$ cat src/rtl/lru_alloc_ctrl_pkg.sv
// Shared types for the LRU allocation controller: FSM state encoding and the
// allocation response record.
package lru_alloc_ctrl_pkg;

  typedef enum logic [1:0] {
    IDLE,
    LOOKUP,
    EVICT,
    DONE
  } lru_alloc_state_t;

  // Wide enough for the largest supported associativity (8 ways).
  localparam int MAX_WAY_W = 3;

  typedef struct packed {
    logic [MAX_WAY_W-1:0] way;
    logic                 replaced;
    logic                 written_back;
  } alloc_resp_t;

endpackage

$ cat src/rtl/lru_alloc_ctrl.sv
// Replacement-side client of tree_plru: picks a victim on allocation, runs the
// write-back handshake for dirty victims, marks the victim MRU and forwards hits.
module lru_alloc_ctrl
  import lru_alloc_ctrl_pkg::*;
#(
  parameter int NUM_SETS        = 32,
  parameter int NUM_WAYS        = 4,
  parameter int SET_INDEX_WIDTH = $clog2(NUM_SETS),
  parameter int WAY_INDEX_WIDTH = (NUM_WAYS > 1) ? $clog2(NUM_WAYS) : 1
) (
  input  logic                       clk,
  input  logic                       reset,
  input  logic                       hit_valid,
  input  logic [SET_INDEX_WIDTH-1:0] hit_set,
  input  logic [WAY_INDEX_WIDTH-1:0] hit_way,
  input  logic                       alloc_req_valid,
  output logic                       alloc_req_ready,
  input  logic [SET_INDEX_WIDTH-1:0] alloc_set,
  input  logic [NUM_WAYS-1:0]        alloc_valids,
  input  logic [NUM_WAYS-1:0]        alloc_dirty,
  output logic                       alloc_resp_valid,
  output logic [WAY_INDEX_WIDTH-1:0] alloc_resp_way,
  output logic                       alloc_resp_replaced,
  output logic                       alloc_resp_written_back,
  output logic                       evict_valid,
  input  logic                       evict_ready,
  output logic [SET_INDEX_WIDTH-1:0] evict_set,
  output logic [WAY_INDEX_WIDTH-1:0] evict_way,
  output logic                       lru_read_en,
  output logic [SET_INDEX_WIDTH-1:0] lru_read_set,
  output logic [NUM_WAYS-1:0]        lru_read_valids,
  input  logic [WAY_INDEX_WIDTH-1:0] lru_read_way,
  output logic                       lru_update_en,
  output logic [SET_INDEX_WIDTH-1:0] lru_update_set,
  output logic [WAY_INDEX_WIDTH-1:0] lru_update_way
);

  lru_alloc_state_t           state_q;
  logic [SET_INDEX_WIDTH-1:0] set_q;
  logic [NUM_WAYS-1:0]        valids_q;
  logic [NUM_WAYS-1:0]        dirty_q;
  alloc_resp_t                resp_q;
  logic                       ready_q;
  logic                       evict_q;

  logic [WAY_INDEX_WIDTH-1:0] victim;
  logic                       lookup_stall;
  logic                       read_replaced;
  logic                       read_dirty;

  assign victim        = resp_q.way[WAY_INDEX_WIDTH-1:0];
  // A same-set hit rewrites the tree on this edge, so this cycle's read is stale.
  assign lookup_stall  = hit_valid && (hit_set == set_q);
  assign read_replaced = valids_q[lru_read_way];
  assign read_dirty    = dirty_q[lru_read_way];

  always_ff @(posedge clk) begin
    if (reset) begin
      state_q  <= IDLE;
      set_q    <= '0;
      valids_q <= '0;
      dirty_q  <= '0;
      resp_q   <= '0;
      ready_q  <= 1'b1;
      evict_q  <= 1'b0;
    end else begin
      case (state_q)
        IDLE: begin
          if (alloc_req_valid) begin
            set_q    <= alloc_set;
            valids_q <= alloc_valids;
            dirty_q  <= alloc_dirty;
            resp_q   <= '0;
            ready_q  <= 1'b0;
            state_q  <= LOOKUP;
          end
        end
        LOOKUP: begin
          if (!lookup_stall) begin
            resp_q.way      <= MAX_WAY_W'(lru_read_way);
            resp_q.replaced <= read_replaced;
            if (read_replaced && read_dirty) begin
              evict_q <= 1'b1;
              state_q <= EVICT;
            end else begin
              state_q <= DONE;
            end
          end
        end
        EVICT: begin
          if (evict_ready) begin
            evict_q             <= 1'b0;
            resp_q.written_back <= 1'b1;
            state_q             <= DONE;
          end
        end
        DONE: begin
          if (!hit_valid) begin
            ready_q <= 1'b1;
            state_q <= IDLE;
          end
        end
        default: state_q <= IDLE;
      endcase
    end
  end

  assign alloc_req_ready         = ready_q;
  assign alloc_resp_valid        = (state_q == DONE) && !hit_valid;
  assign alloc_resp_way          = victim;
  assign alloc_resp_replaced     = resp_q.replaced;
  assign alloc_resp_written_back = resp_q.written_back;

  assign evict_valid = evict_q;
  assign evict_set   = evict_q ? set_q : '0;
  assign evict_way   = evict_q ? victim : '0;

  assign lru_read_en     = (state_q == LOOKUP);
  assign lru_read_set    = lru_read_en ? set_q : '0;
  assign lru_read_valids = lru_read_en ? valids_q : '0;

  // Hits own the update port; the allocation's MRU write waits behind them.
  always_comb begin
    lru_update_en  = 1'b0;
    lru_update_set = '0;
    lru_update_way = '0;
    if (hit_valid) begin
      lru_update_en  = 1'b1;
      lru_update_set = hit_set;
      lru_update_way = hit_way;
    end else if (state_q == DONE) begin
      lru_update_en  = 1'b1;
      lru_update_set = set_q;
      lru_update_way = victim;
    end
  end

endmodule

$ cat config.mk
export PLATFORM = sky130hd
export DESIGN_NAME = lru_alloc_ctrl
export DESIGN_NICKNAME = d
export VERILOG_FILES = /design/src/rtl/lru_alloc_ctrl_pkg.sv /design/src/rtl/lru_alloc_ctrl.sv
export SDC_FILE = /design/constraint.sdc
export NUM_CORES = 1
export LEC_CHECK = 0
export BUFFER_PORTS_ARGS = -buffer_cell sky130_fd_sc_hd__clkbuf_2
export CORE_ASPECT_RATIO = 2
export CORE_UTILIZATION = 42
export DETAILED_ROUTE_END_ITERATION = 8
export PLACE_DENSITY = 0.76
export SLEW_MARGIN = 20
export SYNTH_ARGS = -nofsm -noshare
export SYNTH_HDL_FRONTEND = slang
export SYNTH_SLANG_ARGS = --single-unit
$ cat constraint.sdc
create_clock -name clk -period 1.6 [get_ports clk]
set_input_delay 0 -clock clk [delete_from_list [all_inputs] [get_ports clk]]
set_output_delay 0 -clock clk [all_outputs]
set_load 0.03 [all_outputs]
==> results of run 1 <==
==> final cells by class <==
type	count	area (um^2)	share of cell area, %
Multi-Input combinational cell	133	820.8	44.20
Timing Repair Buffer	83	510.5	27.49
Sequential cell	21	422.9	22.78
Clock buffer	3	41.29	2.224
Tap cell	30	37.54	2.022
Inverter	5	18.77	1.011
Clock inverter	1	5.005	0.2695
==> cell families after synthesis <==
logic type	Yosys count	share of synthesized area [%]
compound gates	35	16.83
fa+ha+maj	4	3.891
flops	21	32.68
buf+inv	14	4.183
xor+xnor	5	3.405
simple gates	83	32.00
mux	6	7.003
==> per-layer routing <==
metal / wire (um) / part of all wire, %
met5: 0 / 0
met4: 104 / 3.1
met3: 124 / 3.7
met2: 1881 / 56
met1: 1255 / 37
==> timing repair <==
| item | 4_1_cts | 5_1_grt |
|---|---|---|
| resized for setup | 1 | 3 |
| pin swaps | 0 | 0 |
| hold endpoints to repair | 13 | 0 |
| hold buffers | 13 | 0 |
| buffers inserted | 0 | 2 |
| endpoints found under the setup margin | 1 | 4 |
==> layout by cell type (no fill, tap or decap), drive strengths merged, types with 2 or more instances in the layout <==
cell         count
a21oi           20
and2            17
clkbuf          61
xor2             5
nor4             2
nor2b            2
nand3b           2
ha               4
nor2             4
dfxtp           21
o21ai            7
mux4             2
nand2b           6
mux2i            3
buf             12
inv              5
dlygate4sd3     13
nand2           46
==> how the worst max path moves through the flow <==
stage	end	slack, ns	cells past startpoint
6_report	state_q[0]$_SDFFE_PP0P_	0.09	6
5_1_grt	alloc_resp_replaced$_SDFFE_PP0P_	-0.0007	6
4_1_cts	alloc_resp_replaced$_SDFFE_PP0P_	0.03	6
3_5_place_dp	alloc_resp_replaced$_SDFFE_PP0P_	0.007	6
3_3_place_gp	alloc_resp_replaced$_SDFFE_PP0P_	0.05	6
2_1_floorplan	alloc_resp_replaced$_SDFFE_PP0P_	0.04	6
==> sequential cells by signal, indices dropped and copies added, names as in the netlist <==
register                 flops
evict_valid                  1
set_q                        5
state_q                      2
alloc_resp_way               2
valids_q                     4
alloc_resp_written_back      1
alloc_req_ready              1
alloc_resp_replaced          1
dirty_q                      4
==> per-stage QoR <==
stage | setup TNS [ns] | hold slack (ns) | utilization, % | cell area, um^2
final | 0 | 0.03337 | 63.10 | 1857
after global placement | 0 | 0.2244 | 56.29 | 1657
after CTS | 0 | 0.03669 | 62.33 | 1834
after global routing | -0.0007316 | 0.05860 | 63.10 | 1857
after floorplan | 0 | 0.1360 | - | 1289
after detailed placement | 0 | 0.2280 | 56.29 | 1657
==> cells in the mapped netlist (3+ instances only) <==
| cell type | number | area, um^2 |
|---|---|---|
| mux2i_1 | 3 | 30.03 |
| nand2_1 | 46 | 172.7 |
| clkbuf_1 | 8 | 30.03 |
| ha_1 | 4 | 50.05 |
| inv_1 | 5 | 18.77 |
| dfxtp_1 | 21 | 420.4 |
| a21oi_1 | 19 | 95.09 |
| o21ai_0 | 7 | 35.03 |
| nand2b_1 | 6 | 37.54 |
| nor2_1 | 4 | 15.01 |
| xor2_1 | 5 | 43.79 |
| and2_1 | 14 | 87.58 |
==> power breakdown <==
| group | internal (W) | switching, W | total, W | leakage (nW) |
|---|---|---|---|---|
| Combinational | 0.000471 | 0.000673 | 0.00114 | 0.691 |
| Clock | 0.000174 | 0.000189 | 0.000363 | 0.0255 |
| Sequential | 0.000634 | 0.0000850 | 0.000719 | 0.173 |
==> worst register-to-register path, delay by kind of cell, from the launching register on <==
family,cells,cell delay [ns]
compound gates,3,0.58
fa+ha+maj,1,0.21
flops,1,0.36
buf+inv,2,0.25
==> reports/qor.yml, run 1 <==
timing:
  fmaxAchievable_mhz: 662.1
  fin_ws_ns: 0.08971
  worst_clock_skew_ns: 0.002328
  final-hold-violation-count: 0
  slew_violations: 0
  relSlewSlack_pct: 65.31
  setup_violations: 0
  finalCritPeriodShare_pct: 94.39
  min_period_ns: 1.510
  worst_slew_pin_slew_ns: 0.5204
die:
  row_count: 28
  die_height_um: 80.26
  io_pins: 59
  dieWidth_um: 41.13
  start_util_pct: 43.71
  core_um2: 2943
  die_area_um2: 3301
worst_setup_path:
  setup.worst_path.class: "flip-flop to flip-flop"
  crit_family: "compound AO/OA/AOI/OAI gates"
  critPathMaxStageDelay_ns: 0.36
  crit_chain: "inv_1 -> ha_2 -> buf_4 -> a21boi_2 -> a211o_2 -> o211a_1"
  reg2reg_depth: 6
  reg2reg_slack_ns: 0.09
  path_buf_inv: 2
  worst_path_max_delay_cell: "dfxtp_2"
  path_max_fanout: 11
  worstSetupStartpoint: "state_q[1]$_SDFFE_PP0P_"
  cp.arrival_ns: 1.67
  setup.worst_path.end_class: "flip-flop"
  r2r_end: "state_q[0]$_SDFFE_PP0P_"
  r2r_start: "state_q[1]$_SDFFE_PP0P_"
  start_kind: "flip-flop"
  cp.required_ns: 1.76
global_route:
  antenna_found_initial: 0
  grt_pass1_vias: 1218
  grtUsageTotal_pct: 22.34
  met3_usage_pct: 2.762
  grt_pass1_wl_um: 5161
  grtUsageMet2_pct: 40.78
  busiest_layer: "met2"
  grt_max_degree: 27
  overflow: 0
  grt_util_met1_pct: 22.34
synth:
  syn_area_um2: 1286
  syn_nets: 199
  syn_inst: 168
  syn_area_per_cell_um2: 7.656
  synth_edf_count: 0
  synth_seq_cells: 21
  ys.flop_type: "dfxtp_1"
  post_synth_num_cell_types: 34
  async_flop_share_pct: 0
  yosysSeqAreaShare_pct: 32.68
  ys_warn_count: 0
drt:
  wl_per_cell_um: 12.20
  drc: 0
  dr.pass1.iters: 4
  vias_per_cell: 5.018
  postRouteAntennaNets: 0
  via_count: 1385
  drt-initial-drc-count: 20
  wl_um: 3366
cells_and_area:
  final_cells: 276
  antennaDiodeCount: 0
  layout-drive-gt1-share_pct: 36.99
  area_growth_pct: 44.36
  final_nets: 278
  n_fill_cell: 305
cts:
  clock_latency_ns: 0.27
  cts_root_buf: "clkbuf_8"
  cts_tree: "yes"
  cts_buffer_depth: 2
  cts_sinks: 21
  htreeDepth: 1
  cts.clk_slew.worst_paths_ns: 0.08
  cts_buffers: 3
pwr:
  power_density_nw_per_um2: 1199
  vdd_ir_drop_max_v: 0.0007856
  power_w: 0.002226
  p_leak_nw: 0.8886
flow_run:
  cap_viol_max_count: 0
placed_design:
  dp_hpwl_um: 2519
  pre_cts_ws_ns: 0.007255
  numPortBuffers: 58
  place.gp.congestion: 0.7298
  numPlacedInstances: 257
min_path:
  min-delay-start: "evict_ready"
  min_path_type: "input port to flip-flop"
  min_to: "alloc_resp_written_back$_SDFFE_PP0P_"
  min_path_cells: 3
run_status:
  outcome: "completed"
Note: power is estimated with default switching activity, not from simulation.
==> run 2, diff against run 1 <==
- CELL_PAD_IN_SITES_DETAIL_PLACEMENT: not set -> 0
- CELL_PAD_IN_SITES_GLOBAL_PLACEMENT: not set -> 2
- CORE_ASPECT_RATIO: 2 -> not set
- CORE_UTILIZATION: 42 -> 22
- PLACE_DENSITY: 0.76 -> not set
- PLACE_DENSITY_LB_ADDON: not set -> 0.1
==> reports/qor.yml, run 2 (synthesis results as in run 1) <==
cells_and_area:
  final_cell_mix: "57 x clkbuf_2, 46 x nand2_1, 19 x dfxtp_1, 18 x a21oi_1, 14 x and2_1"
  layout-drive-gt1-share_pct: 36.63  # -0.37 points
  seq_area_um2: 422.9  # unchanged
  antennaDiodeCount: 0  # unchanged
  multi_input_area_um2: 825.8  # +0.61%
  fin_area_um2: 1897  # +2.2%
  mostFrequentLayoutCell: "clkbuf_2"
  max_flop_register: "set_q"
  reg_top3: "set_q x5, dirty_q x4, valids_q x4"
  final_cells: 315  # +14%
  largest_reg_flops: 5  # unchanged
  final_nets: 275  # -1.1%
  area_growth_pct: 47.47
  n_fill_cell: 625  # +100%
drt:
  drt-initial-drc-count: 24  # +20%
  drc: 0  # unchanged
  wl_um: 3833  # +14%
  postRouteAntennaNets: 0  # unchanged
  dr.max_layer_used: "met4"
  dr.pass1.iters: 4  # unchanged
  wl_per_cell_um: 12.17  # -0.22%
  via_count: 1362  # -1.7%
  met2WireLength_um: 2010  # +6.9%
  wl_met3_um: 167  # +35%
  vias_per_cell: 4.324  # -14%
  met1_length_um: 1627  # +30%
cts:
  cts_sinks: 21  # unchanged
  clock_latency_ns: 0.27  # about the same
  cts_buffers: 3  # unchanged
  cts_root_buf: "clkbuf_8"
  cts_buffer_depth: 2  # unchanged
  cts_tree: "yes"
  htreeDepth: 1  # unchanged
  cts.clk_slew.worst_paths_ns: 0.09  # about the same
worst_setup_path:
  cp.required_ns: 1.76  # about the same
  setup.worst_path.class: "flip-flop to flip-flop"
  path_max_fanout: 4  # -7
  setup.worst_path.end_class: "flip-flop"
  cp.arrival_ns: 1.72  # +0.05 ns
  start_kind: "flip-flop"
  critPathMaxStageDelay_ns: 0.34  # -0.02 ns
  worst_path_max_delay_cell: "dfxtp_2"
  crit_chain: "inv_1 -> ha_2 -> nand2_1 -> nor2_1 -> a21oi_2 -> mux2_4"
timing:
  finalCritPeriodShare_pct: 97.24  # +2.8 points
  relSlewSlack_pct: 65.22  # -0.087 points
  final-hold-violation-count: 0  # unchanged
  min_period_ns: 1.556  # +0.04552 ns
  fmaxAchievable_mhz: 642.8  # -2.9%
  slew_violations: 0  # unchanged
  worst_clock_skew_ns: 0.001762  # -0.0005665 ns
  setup_violations: 0  # unchanged
  rsz0062_at_grt: "yes"
  worst_slew_pin_slew_ns: 0.5217  # +0.001311 ns
die:
  die_height_um: 78.46  # -2.2%
  start_util_pct: 23.08  # -21 points
  core_um2: 5574  # +89%
  die_area_um2: 6156  # +86%
  io_pins: 59  # unchanged
  dieWidth_um: 78.46  # +91%
  row_count: 27  # -3.6%
min_path:
  min_path_type: "input port to flip-flop"
run_status:
  outcome: "completed"
global_route:
  antenna_found_initial: 0  # unchanged
  grt_pass1_vias: 1301  # +6.8%
  grtUsageTotal_pct: 12.83  # -9.5 points
  overflow: 0  # unchanged
  grt_max_degree: 27  # unchanged
  grt_pass1_wl_um: 6141  # +19%
placed_design:
  place.gp.congestion: 0.7067  # -3.2%
  numPlacedInstances: 298  # +16%
  numPortBuffers: 58  # unchanged
  post_dp_cell_area_um2: 1702  # +2.7%
  dp_hpwl_um: 2968  # +18%
pwr:
  power_w: 0.002207  # -0.86%
  vdd_ir_drop_max_v: 0.0004301  # -45%
  p_leak_nw: 0.8705  # -2.0%
  power_density_nw_per_um2: 1163  # -2.9%
flow_run:
  cap_viol_max_count: 0  # unchanged
[run 2: final timing paths]
check / from / to / slack, ns / cells past startpoint
worst max register to register: state_q[1]$_SDFFE_PP0P_ / alloc_resp_replaced$_SDFFE_PP0P_ / 0.04 / 6
worst max-delay path: state_q[1]$_SDFFE_PP0P_ / alloc_resp_replaced$_SDFFE_PP0P_ / 0.04 / 6
worst min-delay path: evict_ready / alloc_resp_written_back$_SDFFE_PP0P_ / 0.04 / 3
worst min register to register: dirty_q[2]$_SDFFE_PP0P_ / dirty_q[2]$_SDFFE_PP0P_ / 0.46 / 2
[run 2: critical path, delay by kind of cell, from the launching register on]
kind,cells,cell delay [ns]
AO/OA/AOI/OAI,1,0.15
adder cells (fa/ha/maj),1,0.21
multiplexers,1,0.32
flip-flops,1,0.34
buffers and inverters,1,0.10
AND/OR/NAND/NOR,2,0.33
[run 2: per-layer routing]
layer	track usage [%]	vias to the layer above
met5	0	-
met4	3.333	0
met3	2.442	4
met2	25.00	34
met1	13.95	620
li1	-	704
[run 2: final cells by class]
class                           instances  share of cell area (%)
Multi-Input combinational cell        133                   43.54
Timing Repair Buffer                   80                   25.86
Sequential cell                        21                   22.30
Tap cell                               72                   4.749
Clock buffer                            3                   2.177
Inverter                                5                  0.9894
Clock inverter                          1                  0.3958
[run 2: repair_timing]
action	in CTS	in global routing
buffers inserted	0	0
hold buffers	13	0
gates resized for setup	0	8
hold endpoints to repair	13	0
endpoints found under the setup margin	0	10
[run 2: stage by stage]
stage	setup slack (ns)	util, %	TNS (ns)	hold slack (ns)
floorplan	0.04327	-	0	0.1360
global placement	0.06516	30.53	0	0.2249
detailed placement	0.03239	30.53	0	0.2324
CTS	0.01317	33.74	0	0.03272
global route	-0.01206	34.03	-0.01206	0.05768
finish	0.04419	34.03	0	0.04079
[run 2: where the power goes]
| part | switching [W] | internal [W] |
|---|---|---|
| combinational | 0.000681 | 0.000431 |
| clock | 0.000198 | 0.000176 |
| sequential | 0.0000864 | 0.000634 |
